==> config.mk <==
export PLATFORM = sky130hd
export DESIGN_NAME = uart_rx_endpoint
export DESIGN_NICKNAME = d
export VERILOG_FILES = /design/src/rtl/uart_rx_endpoint.sv
export SDC_FILE = /design/constraint.sdc
export NUM_CORES = 1
export LEC_CHECK = 0
export BUFFER_PORTS_ARGS = -buffer_cell sky130_fd_sc_hd__buf_2
export CAP_MARGIN = 20
export CORE_UTILIZATION = 50
export DETAILED_ROUTE_END_ITERATION = 8
export GPL_TIMING_DRIVEN = 1
export PLACE_DENSITY_LB_ADDON = 0.1
export SLEW_MARGIN = 20
export SYNTH_ARGS = -nofsm -noshare
export SYNTH_HDL_FRONTEND = slang
export SYNTH_SLANG_ARGS = --single-unit
==> constraint.sdc <==
create_clock -name clk -period 3.9 [get_ports clk]
set_input_delay 0.195 -clock clk [delete_from_list [all_inputs] [get_ports clk]]
set_output_delay 0.195 -clock clk [all_outputs]
set_load 0.02 [all_outputs]
==> src/rtl/uart_rx_endpoint.sv <==
// uart_rx_endpoint: UART receiver with a single-entry holding register and one-cycle error pulses.
// Frame format is 8N1 by default; defining UART_RX_PARITY_EN switches it to 8E1.
module uart_rx_endpoint #(
   parameter int unsigned CLKS_PER_BIT = 16
) (
   input  logic       clk,
   input  logic       rst_n,
   input  logic       rx,
   output logic [7:0] rx_data,
   output logic       rx_valid,
   input  logic       rx_ready,
   output logic       frame_err,
   output logic       overrun,
   output logic       parity_err
);
   localparam int unsigned   CW          = $clog2(CLKS_PER_BIT) + 1;
   localparam logic [CW-1:0] FULL_RELOAD = CW'(CLKS_PER_BIT - 1);
   localparam logic [CW-1:0] HALF_RELOAD = CW'(CLKS_PER_BIT / 2 - 1);

   typedef enum logic [2:0] {IDLE, START, DATA, PARITY, STOP} state_t;

   state_t        r_state, w_next;
   logic          r_sync1, r_rx_s, r_rx_prev;
   logic [CW-1:0] r_cnt;
   logic [2:0]    r_bit_idx;
   logic [7:0]    r_shift;
   logic [7:0]    r_rx_data;
   logic          r_rx_valid, r_frame_err, r_overrun;
   logic          w_fall, w_tick, w_load_half, w_load_full;
   logic          w_data_smp, w_stop_smp, w_par_bad, w_deliver;

   assign w_fall    = r_rx_prev & ~r_rx_s;
   assign w_tick    = (r_cnt == '0);
   assign w_deliver = w_stop_smp & r_rx_s & ~w_par_bad;

   always_ff @(posedge clk or negedge rst_n) begin
      if (!rst_n) begin
         r_sync1   <= 1'b1;
         r_rx_s    <= 1'b1;
         r_rx_prev <= 1'b1;
      end else begin
         r_sync1   <= rx;
         r_rx_s    <= r_sync1;
         r_rx_prev <= r_rx_s;
      end
   end

   always_ff @(posedge clk or negedge rst_n) begin
      if (!rst_n) r_state <= IDLE;
      else        r_state <= w_next;
   end

   always_comb begin
      w_next = r_state;
      case (r_state)
         IDLE:    if (w_fall) w_next = START;
         START:   if (w_tick) w_next = r_rx_s ? IDLE : DATA;
         DATA:    if (w_tick && r_bit_idx == 3'd7)
`ifdef UART_RX_PARITY_EN
                     w_next = PARITY;
`else
                     w_next = STOP;
`endif
         PARITY:  if (w_tick) w_next = STOP;
         STOP:    if (w_tick) w_next = IDLE;
         default: w_next = IDLE;
      endcase
   end

`ifdef UART_RX_PARITY_EN
   logic w_par_smp;
`endif

   always_comb begin
      w_load_half = 1'b0;
      w_load_full = 1'b0;
      w_data_smp  = 1'b0;
      w_stop_smp  = 1'b0;
`ifdef UART_RX_PARITY_EN
      w_par_smp   = 1'b0;
`endif
      case (r_state)
         IDLE:  w_load_half = w_fall;
         START: w_load_full = w_tick & ~r_rx_s;
         DATA: begin
            w_data_smp  = w_tick;
            w_load_full = w_tick;
         end
         PARITY: begin
`ifdef UART_RX_PARITY_EN
            w_par_smp   = w_tick;
`endif
            w_load_full = w_tick;
         end
         STOP:    w_stop_smp = w_tick;
         default: ;
      endcase
   end

   // Counter reloads on every sample; reaching zero marks the next sample point.
   always_ff @(posedge clk or negedge rst_n) begin
      if (!rst_n)               r_cnt <= '0;
      else if (w_load_half)     r_cnt <= HALF_RELOAD;
      else if (w_load_full)     r_cnt <= FULL_RELOAD;
      else if (r_cnt != '0)     r_cnt <= r_cnt - CW'(1);
   end

   always_ff @(posedge clk or negedge rst_n) begin
      if (!rst_n) begin
         r_bit_idx <= '0;
         r_shift   <= '0;
      end else if (w_load_half) begin
         r_bit_idx <= '0;
      end else if (w_data_smp) begin
         r_bit_idx <= r_bit_idx + 3'd1;
         r_shift   <= {r_rx_s, r_shift[7:1]};
      end
   end

`ifdef UART_RX_PARITY_EN
   logic r_par_bad, r_parity_err;

   always_ff @(posedge clk or negedge rst_n) begin
      if (!rst_n) begin
         r_par_bad    <= 1'b0;
         r_parity_err <= 1'b0;
      end else begin
         if (w_load_half)    r_par_bad <= 1'b0;
         else if (w_par_smp) r_par_bad <= ^{r_rx_s, r_shift};
         r_parity_err <= w_stop_smp & r_par_bad;
      end
   end

   assign w_par_bad  = r_par_bad;
   assign parity_err = r_parity_err;
`else
   assign w_par_bad  = 1'b0;
   assign parity_err = 1'b0;
`endif

   // A delivery coinciding with a handshake replaces the byte instead of overrunning.
   always_ff @(posedge clk or negedge rst_n) begin
      if (!rst_n) begin
         r_rx_data   <= '0;
         r_rx_valid  <= 1'b0;
         r_frame_err <= 1'b0;
         r_overrun   <= 1'b0;
      end else begin
         r_frame_err <= w_stop_smp & ~r_rx_s;
         r_overrun   <= w_deliver & r_rx_valid & ~rx_ready;
         if (w_deliver && (!r_rx_valid || rx_ready)) begin
            r_rx_data  <= r_shift;
            r_rx_valid <= 1'b1;
         end else if (r_rx_valid && rx_ready) begin
            r_rx_valid <= 1'b0;
         end
      end
   end

   assign rx_data   = r_rx_data;
   assign rx_valid  = r_rx_valid;
   assign frame_err = r_frame_err;
   assign overrun   = r_overrun;
endmodule

==> results.md <==
* Run status: finished, final reports clean
* Fill count at 226
* Post-synthesis register bit count at 33
* List of cells traversed by the critical path: inv_1, ha_1, or3b_1, nor2_4, nand4_4, mux2_1
* Crit-path slowest cell: sky130_fd_sc_hd__or3b_1
* Final Cell Area at 1580 um2
* Top-area cell type share of the netlist area at 54.3%
* # nets final at 149
* Hold path start: rx_ready
* Slew Limit Fails at 0
* Final TNS setup at 0 ns
* PnR worst setup slack at 1.94 ns
* Kind of capture point of the worst setup path: flop
* Kind of cell adding the most delay to the critical path: simple AND/OR/NAND/NOR gates
* Num rows at 18
* Post-synth cell types at 32
* GR Util met2 at 29.5%
* Data arrival time of the critical path at 2.18 ns
* Final HPWL from detailed placement at around 1.6 mm
* Rel. slew slack at 52.3%
* Area of the die at 2980 um2
* Cell area after synthesis at 1380 um2
* GRT Overall Usage at around a fifth
* Post-Place Setup Slack at between 1.5 and 2 ns
* Deepest level of the CTS H-tree at 2
* Synthesized netlist net count at between 100 and 150
* Core Box Area at roughly 2500 um2
* Clock tree skew after final layout at just over 0.01 ns
* Setup fix buffers added after clock tree synthesis at 0
* Setup slack of the worst register-to-register path at 1.94 ns
* PnR Total Power at 0.000859 W
* Hold path depth at 3
* Ratio of final minimum period to clock period at 50.2%
* Type of the most critical hold path: primary input to flop
* IO Pins at 16
* Number of vias per cell at 5.29
* Final critical delay including setup and external delays at 1.96 ns
* TritonRoute pass-1 iters at 4
* Nature of the critical path startpoint: flop
* CTS root buffer: sky130_fd_sc_hd__clkbuf_4
* Power density over cell area at 545 nW/um2
* Input/output buffers at 14
* CTS Hold Buffers Added at 2
* Reg2reg start: r_cnt[0]
* Largest area contributor in the synthesized netlist: sky130_fd_sc_hd__dfrtp_1
* R2r endpoint: rx_data[6]
* M1 GR Usage at 25.5%
* Initial Utilization at 54.3%
* Final ANT Viol Nets at 0
* Maximum number of pins on one net before global-route repair at 34
* Final non-filler cell total at 173
* Number of instances in the synthesized netlist at 123
* Warnings, synthesis at 0
* Hold Violations, Final at 0
* Leakage power at between 0.8 and 0.9 nW
* Total via count in the routed design at approximately 920
* Routed len/inst at 13.4 um
* Number of buffers inserted during clock tree synthesis at 5
* Sum of overflow across all layers after global routing at 0
* Layout cells sized above 1 at a little over a fifth
* Hold Path End: rx_valid
* Combined buffer and inverter count along the critical path at 1
* Syn Area/Cell at 11.2 um2
* Dpl cell area at 1470 um2
* Count of antenna diodes in the layout at 0
* Antenna violations before repair at 0
* Worst supply voltage drop on vdd at 0.428 mV
* Chip Width at 54.6 um
* Vias in the first global route at 874
* Global routing's busiest layer: met2
* RSZ-0062 raised after global routing: false
* Overall die height at 54.6 um
* Worst path depth at 6
* Synth-to-Final Area Change at 13.9%
* Highest attainable clock frequency at 0.511 GHz
* Critical path peak fanout at 8
* Clk buf depth at 2
* Clock tree from TritonCTS: done
* Sum of routed wire length over all layers at 2.31 mm
* Cell Count Post-Placement at about 160
* Slew of the pin with the lowest slew margin at 0.715 ns
* Initial DRC count at 13
* Clock-pin transition on the worst setup and hold timing paths at 0.10 ns
* Type of the worst setup path: flop to flop
* Final setup violation count at 0
* Post-CTS Resized at 0
* MaxCap Viol Count at 0
* Global placement routability congestion at 0.812
* Worst EP required at just over 4 ns
* Proportion of synthesized chip area in sequential cells at 60.0%
* Wire length of the first global-routing pass at approximately 4.0 mm
* Worst skew pair latency at 0.33 ns
* Biggest area contributors in the synthesized netlist: sky130_fd_sc_hd__dfrtp_1 (54%), sky130_fd_sc_hd__nand2_1 (8.4%), sky130_fd_sc_hd__dfstp_2 (5.7%)
* Worst-case reg-to-reg path depth at 6
* Global-route track usage on met3 at 7.50%
* Post-detailed-route DRC marker count at 0
* Number of sinks handled by clock tree synthesis at 33
* Maximum cell stage delay along the critical path at ~0.43 ns
registers in the layout, summed over array words and instances, names as in the netlist, 3 cells and up:
register / flops
r_shift: 8
rx_data: 8
r_cnt: 5
r_bit_idx: 3
r_state: 3
synth_stat cells, drive strengths merged:
master / instances
nor3b: 1
xnor2: 1
clkbuf: 2
nand3: 3
or4b: 1
dfstp: 3
or3: 1
nand4: 1
o21ai: 4
and3: 2
nand2: 31
mux2: 9
conb: 1
nor2: 5
nor4b: 1
nand3b: 2
nand2b: 2
and2: 3
nor4: 1
nor3: 3
or3b: 1
ha: 3
dfrtp: 30
buf: 2
o31ai: 1
a21oi: 3
inv: 3
a32o: 1
a22o: 2
worst max-delay path by stage:
stage | startpoint | end | slack (ns)
6_report | r_cnt[0] | rx_data[6] | 1.94
5_1_grt | r_cnt[0] | rx_data[6] | 1.82
4_1_cts | r_cnt[0] | rx_data[6] | 1.92
3_3_place_gp | r_cnt[0] | rx_data[3] | 2.00
3_5_place_dp | r_cnt[0] | rx_data[6] | 1.92
2_1_floorplan | r_cnt[0] | rx_data[3] | 2.10
power by group:
part | internal [W] | switching (W)
Sequential | 0.000384 | 0.0000434
Clock | 0.000153 | 0.000110
Combinational | 0.0000708 | 0.0000979
Total | 0.000608 | 0.000251
cell families after synthesis:
kind of cell	count (synthesis)	synth area share (%)
buffers and inverters	7	2.26
muxes	9	7.33
AOI/OAI and AO/OA	11	5.07
other	1	0.271
xor gates and xnor gates	1	0.634
and+or+nand+nor	58	21.7
adders and majority gates	3	2.72
DFF	33	60.0
routing by layer:
layer,vias to the layer above,routed length [um]
li1,454,-
met4,0,27
met1,441,1150
met2,16,1060
met5,-,0
met3,4,82
layout by cell type (no fill, tap or decap):
cell / netlist / final
sky130_fd_sc_hd__or3b_1: 1 / 1
sky130_fd_sc_hd__clkbuf_1: 2 / 1
sky130_fd_sc_hd__nor3_1: 3 / 3
sky130_fd_sc_hd__xnor2_1: 1 / 1
sky130_fd_sc_hd__conb_1: 1 / 1
sky130_fd_sc_hd__nor2_1: 4 / 4
sky130_fd_sc_hd__clkbuf_4: 0 / 5
sky130_fd_sc_hd__and2_1: 3 / 3
sky130_fd_sc_hd__dfrtp_1: 30 / 30
sky130_fd_sc_hd__nor4b_1: 1 / 1
sky130_fd_sc_hd__nor3b_1: 1 / 1
sky130_fd_sc_hd__a22o_1: 2 / 2
sky130_fd_sc_hd__nand2b_1: 2 / 2
sky130_fd_sc_hd__nor2_4: 1 / 1
sky130_fd_sc_hd__clkbuf_8: 0 / 1
sky130_fd_sc_hd__nand4_4: 1 / 1
sky130_fd_sc_hd__or3_1: 1 / 1
sky130_fd_sc_hd__or4b_1: 1 / 1
sky130_fd_sc_hd__bufinv_16: 0 / 1
sky130_fd_sc_hd__nor4_1: 1 / 1
sky130_fd_sc_hd__nand3_1: 3 / 3
sky130_fd_sc_hd__ha_1: 3 / 3
sky130_fd_sc_hd__dlygate4sd3_1: 0 / 2
sky130_fd_sc_hd__o31ai_1: 1 / 1
sky130_fd_sc_hd__and3_1: 2 / 2
sky130_fd_sc_hd__a21oi_1: 3 / 3
sky130_fd_sc_hd__inv_1: 3 / 3
sky130_fd_sc_hd__mux2_2: 5 / 5
sky130_fd_sc_hd__nand2_1: 31 / 31
sky130_fd_sc_hd__mux2_1: 4 / 4
sky130_fd_sc_hd__dfstp_2: 3 / 3
sky130_fd_sc_hd__nand3b_1: 2 / 2
sky130_fd_sc_hd__a32o_1: 1 / 1
sky130_fd_sc_hd__buf_2: 1 / 14
sky130_fd_sc_hd__o21ai_0: 4 / 4
per-stage QoR:
stage | utilization [%] | hold WS [ns]
4_1_cts | 61.9 | 0.218
6_report | 61.9 | 0.223
2_1_floorplan | - | -0.101
5_1_grt | 61.9 | 0.226
3_3_place_gp | 57.8 | 0.279
3_5_place_dp | 57.8 | 0.289
worst reg2reg max path, delay by kind of cell, from the launching register on:
kind,cells,cell delay (ns)
and+or+nand+nor,3,0.80
DFF,1,0.40
muxes,1,0.37
adders and majority gates,1,0.21
buffers and inverters,1,0.08
final cells by class:
| type | count | area (um2) | area share [%] |
|---|---|---|---|
| repair buffers | 16 | 90.1 | 5.72 |
| clock buffers | 7 | 55.1 | 3.49 |
| flip-flops and latches | 33 | 830 | 52.7 |
| well taps | 30 | 37.5 | 2.38 |
| clock inverters | 1 | 30.0 | 1.91 |
| inverters | 3 | 11.3 | 0.715 |
| multi-input cells | 83 | 522 | 33.1 |
No activity file was read; power rests on OpenSTA's default activity.
